### src/rtl/spi_byte_tx.sv
// spi_byte_tx: queued SPI mode-0 byte transmitter with D/C flag.
// A 4-entry FIFO of {dc, need_delay, byte} feeds an IDLE/LOAD/SHIFT/END
// sequencer. Bytes are shifted MSB first, and o_cs stays low across
// back-to-back bytes.
// Optional feature: define SPI_TX_DELAY_EN to compile in the HOLD state.
// In HOLD, o_cs is released for DELAY cycles after a byte that requested it.
module spi_byte_tx #(
  parameter int unsigned CLK_DIV = 1,
  parameter int unsigned DELAY   = 2_700_000
) (
  input  logic       i_clk,
  input  logic       i_rst,
  input  logic       i_we,
  input  logic [7:0] i_byte,
  input  logic       i_dc,
  input  logic       i_need_delay,
  output logic       o_full,
  output logic       o_idle,
  output logic       o_sclk,
  output logic       o_mosi,
  output logic       o_cs,
  output logic       o_dc,
  output logic       o_done
);

  localparam logic [7:0]  DIV_LAST = 8'(CLK_DIV - 1);
  localparam logic [31:0] DELAY_W  = 32'(DELAY);

  typedef enum logic [2:0] {
    S_IDLE,
    S_LOAD,
    S_SHIFT,
    S_END
`ifdef SPI_TX_DELAY_EN
    , S_HOLD
`endif
  } state_t;

  state_t      state;

  logic [9:0]  mem [4];
  logic [1:0]  wr_ptr;
  logic [1:0]  rd_ptr;
  logic [2:0]  count;
  logic        push;
  logic        pop;
  logic [9:0]  head;

  logic [7:0]  div_cnt;
  logic [2:0]  bit_cnt;
  logic [7:0]  shreg;

`ifdef SPI_TX_DELAY_EN
  logic        cur_nd;
  logic [31:0] hold_cnt;
`else
  logic        unused_cfg;
  assign unused_cfg = ^{head[8], DELAY_W};
`endif

  assign push   = i_we && (count != 3'd4);
  assign pop    = (state == S_LOAD);
  assign head   = mem[rd_ptr];
  assign o_full = (count == 3'd4);
  assign o_idle = (count == 3'd0) && (state == S_IDLE);

  // FIFO storage and pointers; push and pop may happen in the same cycle
  always_ff @(posedge i_clk) begin
    if (i_rst) begin
      wr_ptr <= '0;
      rd_ptr <= '0;
      count  <= '0;
    end else begin
      if (push) begin
        mem[wr_ptr] <= {i_dc, i_need_delay, i_byte};
        wr_ptr      <= wr_ptr + 2'd1;
      end
      if (pop) begin
        rd_ptr <= rd_ptr + 2'd1;
      end
      case ({push, pop})
        2'b10:   count <= count + 3'd1;
        2'b01:   count <= count - 3'd1;
        default: count <= count;
      endcase
    end
  end

  // Byte sequencer with registered SPI outputs
  always_ff @(posedge i_clk) begin
    if (i_rst) begin
      state    <= S_IDLE;
      o_cs     <= 1'b1;
      o_sclk   <= 1'b0;
      o_mosi   <= 1'b0;
      o_dc     <= 1'b0;
      o_done   <= 1'b0;
      div_cnt  <= '0;
      bit_cnt  <= '0;
      shreg    <= '0;
`ifdef SPI_TX_DELAY_EN
      cur_nd   <= 1'b0;
      hold_cnt <= '0;
`endif
    end else begin
      o_done <= 1'b0;
      case (state)
        S_IDLE: begin
          if (count != 3'd0) state <= S_LOAD;
        end
        S_LOAD: begin
          o_cs    <= 1'b0;
          o_dc    <= head[9];
          o_mosi  <= head[7];
          shreg   <= {head[6:0], 1'b0};
          o_sclk  <= 1'b0;
          div_cnt <= '0;
          bit_cnt <= '0;
`ifdef SPI_TX_DELAY_EN
          cur_nd  <= head[8];
`endif
          state   <= S_SHIFT;
        end
        S_SHIFT: begin
          if (div_cnt == DIV_LAST) begin
            div_cnt <= '0;
            if (!o_sclk) begin
              o_sclk <= 1'b1;
            end else begin
              o_sclk  <= 1'b0;
              bit_cnt <= bit_cnt + 3'd1;
              if (bit_cnt == 3'd7) begin
                state <= S_END;
              end else begin
                o_mosi <= shreg[7];
                shreg  <= {shreg[6:0], 1'b0};
              end
            end
          end else begin
            div_cnt <= div_cnt + 8'd1;
          end
        end
        S_END: begin
`ifdef SPI_TX_DELAY_EN
          if (cur_nd) begin
            o_cs     <= 1'b1;
            o_mosi   <= 1'b0;
            hold_cnt <= '0;
            state    <= S_HOLD;
          end else
`endif
          begin
            o_done <= 1'b1;
            if (count != 3'd0) begin
              state <= S_LOAD;
            end else begin
              o_cs   <= 1'b1;
              o_mosi <= 1'b0;
              state  <= S_IDLE;
            end
          end
        end
`ifdef SPI_TX_DELAY_EN
        S_HOLD: begin
          // the +1 form lets DELAY=0 end HOLD after one cycle
          if ((hold_cnt + 32'd1) >= DELAY_W) begin
            hold_cnt <= '0;
            o_done   <= 1'b1;
            state    <= S_IDLE;
          end else begin
            hold_cnt <= hold_cnt + 32'd1;
          end
        end
`endif
        default: state <= S_IDLE;
      endcase
    end
  end

endmodule

### config.mk
export PLATFORM = sky130hd
export DESIGN_NAME = spi_byte_tx
export DESIGN_NICKNAME = d
export VERILOG_FILES = /design/src/rtl/spi_byte_tx.sv
export SDC_FILE = /design/constraint.sdc
export NUM_CORES = 1
export LEC_CHECK = 0
export ABC_AREA = 1
export CORE_UTILIZATION = 53
export DETAILED_ROUTE_END_ITERATION = 10
export GPL_ROUTABILITY_DRIVEN = 0
export PLACE_DENSITY = 0.82
export SKIP_CTS_REPAIR_TIMING = 1
export SYNTH_ARGS = -nofsm -noshare
export SYNTH_HDL_FRONTEND = slang
export SYNTH_SLANG_ARGS = --single-unit
### constraint.sdc
create_clock -name i_clk -period 1.8 [get_ports i_clk]
set_input_delay 0.45 -clock i_clk [delete_from_list [all_inputs] [get_ports i_clk]]
set_output_delay 0.45 -clock i_clk [all_outputs]
set_load 0.05 [all_outputs]
# Yosys cells after proc, flatten, opt, wreduce, memory -nomap -nowiden
# Memory sizes are Yosys's and may differ from the RTL's. A register that Yosys moved wholly into a read port is not among the register bits.
# Cells that the tools add are included.
# word_totals
n_memories,1
output_inout_bits,7
word_cells,81
inputBits,13
ramBits,40
regBits,34
# memory_table
memory,words,width,read_ports,rd_ports_with_merged_regs,wr,line,rtl
mem,4,10,1,1,1,41,logic [9:0] mem [4];
# classes
reduce_logical,16
add_sub_neg,6
mux,32
n_eq_ne,14
# op_table
cell,count
two-way mux 8 bit,4
one-hot mux 8 bit (2 select lines),2
two-way mux 3 bit,6
two-way mux 1 bit,12
one-hot mux 3 bit (2 select lines),2
one-hot mux 3 bit (4 select lines),1
"!= test 2 bit, second input constant",5
"adder 8 x 1 -> 8 bit, second input constant",1
logical NOT 8 bit,1
AND reduction 4 bit,2
"adder 3 x 1 -> 3 bit, second input constant",2
"== test 3 x 2 -> 1 bit, second input constant",2
"== test 3 bit, second input constant",2
logical NOT 3 bit,2
nonzero test 2 bit,3
nonzero test 3 bit,2
AND reduction 5 bit,1
"adder 2 x 1 -> 2 bit, second input constant",2
two-way mux 2 bit,2
one-hot mux 1 bit (2 select lines),2
AND reduction 2 bit,2
"== test 3 x 1 -> 1 bit, second input constant",1
"!= test 3 bit, second input constant",1
one-hot mux 1 bit (3 select lines),1
other kinds (6),7

# Depth between registers and ports, before layout
# logic_depth
depth_word,5
depth_mapped,11
mapped_depth_nobuf,10

# Worst setup path before layout
# Ideal clock, no wire load.
# synth_timing
path_type,flip-flop to flip-flop
from,register count[0]
to,register count[2]
setup_time_ns,0.122
period_less_slack_ns,1.733
required_ns,1.678
t_arrival_ns,1.611
path_buffers,0
setup_slack_ns,0.067
stages_incl_launch_ff,11
path_cell_list,dfxtp_1 -> nor2_1 -> nand2_1 -> nand2_1 -> ha_1 -> inv_1 -> fa_1 -> a21oi_1 -> o21ai_0 -> o21ai_0 -> a21oi_1
# synth_between
elab_chain_len,4
elab_cells_between_ends,8
classes_between,2 x add/sub; 3 x eq/ne; 1 x mux; 2 x reduce/logical
# synth_lines
item,line,rtl
from (decl),44,logic [2:0] count;
from (signal assigned),82,2'b10: count <= count + 3'd1;
from (signal assigned),83,2'b01: count <= count - 3'd1;
from (signal assigned),84,default: count <= count;
!= test 3 bit,61,assign push = i_we && (count != 3'd4);
logical AND 1 bit,61,
== test 2 x 1 -> 1 bit / == test 2 bit (equally long branches),81,"case ({push, pop})"
one-hot mux 3 bit (2 select lines) / nonzero test 2 bit (equally long branches),n/a,
# Parallel ways exist; a longest one is shown, timed or not.
# A chain may end at the register's enable or synchronous reset.

# Final worst setup path
# layout_timing
from,register count[1]
to,output port o_idle
# layout_between
elab_chain_len,2
# layout_lines
item,line,rtl
logical NOT 3 bit,65,assign o_idle = (count == 3'd0) && (state == S_IDLE);
logical AND 1 bit,65,
to (decl),18,"output logic o_idle,"
# Every way passes these cells.

==> flow_metrics.env <==
export IMPL_ys_seq_elements=70
export IMPL_grt_max_degree=20
export IMPL_finalHoldViolCount=0
export IMPL_rr_endpoint="count[2]$_SDFFE_PP0P_"
export IMPL_vias_per_cell=4.949
export IMPL_power_density_nw_per_um2=1472
export IMPL_rows=28
export IMPL_cts_buffers=9
export IMPL_grt_antenna_before_repair=0
export IMPL_outcome="complete, no violations"
export IMPL_fillers=475
export IMPL_hp_class="flip-flop to flip-flop"
export IMPL_seq_power_share=0.360
export IMPL_fin_crit_sh=0.9768
export IMPL_relSlewSlack=0.7802
export IMPL_fmax_mhz=568.8
export IMPL_rsz0062_at_grt="yes"
export IMPL_synthSimpleGateAreaFrac=0.2616
export IMPL_p_total_uw=5783
export IMPL_io_pins=20
export IMPL_routed_wirelength_um=6383
export IMPL_r2r_cells=10
export IMPL_crit_path_max_fanout=4
export IMPL_fp_dieH_um=81.26
export IMPL_worst_slack_ps=41.77
export IMPL_dr_total_vias=2539
export IMPL_pre_cts_ws_ps=-340.3
export IMPL_die_x_um=81.26
export IMPL_synthesis_nets=422
export IMPL_drt_wirelength_per_cell_um=12.44
export IMPL_clk_latency_ps=350
export IMPL_seqCellArea_um2=1764
export IMPL_root_buffer="clkbuf_8"
export IMPL_yosysTopAreaCellShare=0.3247
export IMPL_ys_warn_count=0
export IMPL_p_int_uw=3564
export IMPL_clk_pin_slew_worst_paths_ps=80
export IMPL_worstSetupPathType="flip-flop to output pin"
export IMPL_end_kind="output pin"
export IMPL_ys_types=30
export IMPL_overflow=0
export IMPL_grt_pass1_vias=2290
export IMPL_cts_max_level=3
export IMPL_netlist_top_cells_area="edfxtp_1 32%, dfxtp_1 20%, nand2_1 14%"
export IMPL_clockBufferDepth=2
export IMPL_ir_drop_uv=1138
export IMPL_antenna_cells=0
export IMPL_drive_gt1_frac=0.1553
export IMPL_clkPwrFrac=0.243
export IMPL_start_util=0.5558
export IMPL_cp_arrival_ps=1310
export IMPL_holdPathStages=1
export IMPL_core_um2=5991
export IMPL_period_needed_ps=1758
export IMPL_switchingPower_uw=2219
export IMPL_cts_tree="yes"
export IMPL_drcViolationCount=0
export IMPL_fin_nets=460
export IMPL_multi_input_area_um2=1265
export IMPL_drt_pre_antenna_iters=4
export IMPL_drtIter0Drc=159
export IMPL_postSynthAreaPerCell_um2=8.429
export IMPL_yosys_area_share_adder=0.05487
export IMPL_power_frac_comb=0.398
export IMPL_finalMaxSlewViolations=0
export IMPL_place_hpwl_um=4343
export IMPL_ant_nets=0
export IMPL_areaGrowthSynthToFinish_pct=18.00
export IMPL_grt_pass1_wl_um=10270
export IMPL_critical_path_required_ps=1350
export IMPL_worstMarginPinSlew_ps=329.3
export IMPL_leakagePower_uw=0.001780
export IMPL_yosys_area_top_type="edfxtp_1"
export IMPL_switching_share=0.3838
export IMPL_min_delay_start="rd_ptr[1]$_SDFFE_PP0P_"
export IMPL_r2r_start="count[1]$_SDFFE_PP0P_"
export IMPL_design_die_area_um2=6603
export IMPL_setup_viol=0
export IMPL_finalClockSkew_ps=10.91
export IMPL_synth_seq_area_share=0.5291
export IMPL_clock_sinks=70
export IMPL_grt_use_total=0.2121
export IMPL_synth_xor_area_frac=0
export IMPL_synth_top_family_by_area="simple AND/OR/NAND/NOR gates"
export IMPL_maxCapViolCount=0
export IMPL_worst_setup_path_start_kind="flip-flop"
export IMPL_syn_area_um2=3329
export IMPL_rrSetupSlack_ps=90
export IMPL_netlist_instances=395
export IMPL_port_buffers=18
export IMPL_synth_mux_area_frac=0
export IMPL_synth_compound_area_frac=0.05712
-- metrics by stage --
step | utilization | cells | setup TNS, ps | area (um^2) | hold WS, ps
floorplan | - | 395 | 0 | 3329 | 412.3
global placement | 0.6134 | 496 | -371.1 | 3675 | 419.8
detailed placement | 0.6134 | 496 | -668.2 | 3675 | 430.4
CTS | 0.6506 | 512 | -141.1 | 3897 | 450.6
global route | 0.6558 | 513 | -15.20 | 3929 | 489.9
finish | 0.6558 | 513 | 0 | 3929 | 452.0
-- critical path, stage by stage, from the launching register on --
cell and delay, ps:
dfxtp_1 330, nor2_2 140, nand2_1 170, nor2_4 160, buf_12 150
-- layer usage --
layer  global-route usage  up-vias  part of all wire
met1               0.2625     1139              0.44
met5                    0        -                 0
met2               0.3383       54              0.49
li1                     -     1323                 -
met4               0.1107        0             0.031
met3              0.05618       23             0.039
-- how the worst max path moves through the flow --
stage / startpoint / endpoint / cells past startpoint
final: count[1]$_SDFFE_PP0P_ / o_idle / 4
after global routing: count[1]$_SDFFE_PP0P_ / o_idle / 4
after floorplan: count[0]$_SDFFE_PP0P_ / count[2]$_SDFFE_PP0P_ / 10
after detailed placement: i_we / count[2]$_SDFFE_PP0P_ / 9
after global placement: i_we / count[2]$_SDFFE_PP0P_ / 9
after CTS: state[1]$_SDFFE_PP0P_ / o_idle / 5
-- cells by family (layout without fill, tap and decap cells) --
| group | count (synthesis) | after routing |
|---|---|---|
| AO/OA/AOI/OAI | 35 | 35 |
| adder cells (fa/ha/maj) | 14 | 14 |
| buffers and inverters | 75 | 118 |
| flip-flops | 70 | 70 |
| AND/OR/NAND/NOR | 201 | 201 |
-- cells in the mapped netlist --
cell type	number
buf_4	2
o211ai_1	1
buf_2	4
clkbuf_1	2
inv_2	4
nand3_4	1
clkinv_1	1
nor3_1	5
ha_1	13
o21ai_4	1
nand3_1	19
a21oi_1	16
o21ai_0	16
nand2_4	2
nand2_1	123
or2_2	1
and3_2	1
edfxtp_1	36
nand4_1	7
inv_1	58
buf_6	2
dfxtp_1	34
nor2_1	38
o22ai_1	1
fa_1	1
nand2_2	1
nand2_8	1
inv_6	1
clkbuf_8	1
nor2_4	2
-- power groups by stage --
stage               sequential (uW)  clock [uW]  combinational, uW
floorplan                      2160           0               1510
global placement               2090           0               2110
detailed placement             2100           0               2190
CTS                            2070        1410               2210
global route                   2110        1480               2560
finish                         2080        1400               2300
-- cells in the final DEF (no fill, tap or decap), drive strengths merged --
cell type      netlist  layout
nand3               20      20
nand2              127     127
and3                 1       1
o211ai               1       1
a21oi               16      16
dfxtp               34      34
nand4                7       7
clkinvlp             0       2
or2                  1       1
fa                   1       1
clkinv               1       4
edfxtp              36      36
clkdlybuf4s50        0      11
o22ai                1       1
inv                 63      63
o21ai               17      17
nor3                 5       5
buf                  8      27
nor2                40      40
ha                  13      13
bufinv               0       2
clkbuf               3       9
-- registers in the layout, summed over array words and instances (netlist names), named ones only --
name     cells
o_mosi       1
o_sclk       1
div_cnt      8
shreg        7
count        3
o_done       1
o_dc         1
wr_ptr       2
state        2
mem         36
o_cs         1
bit_cnt      3
rd_ptr       2
-- final cells by class --
class	count	area share
inverter	64	0.06242
clock buffer	9	0.03153
sequential	70	0.4490
multi-input combinational	250	0.3220
clock inverter	7	0.02516
timing repair buffer	38	0.08599
tap	75	0.02389
(Power assumes the default switching activity.)
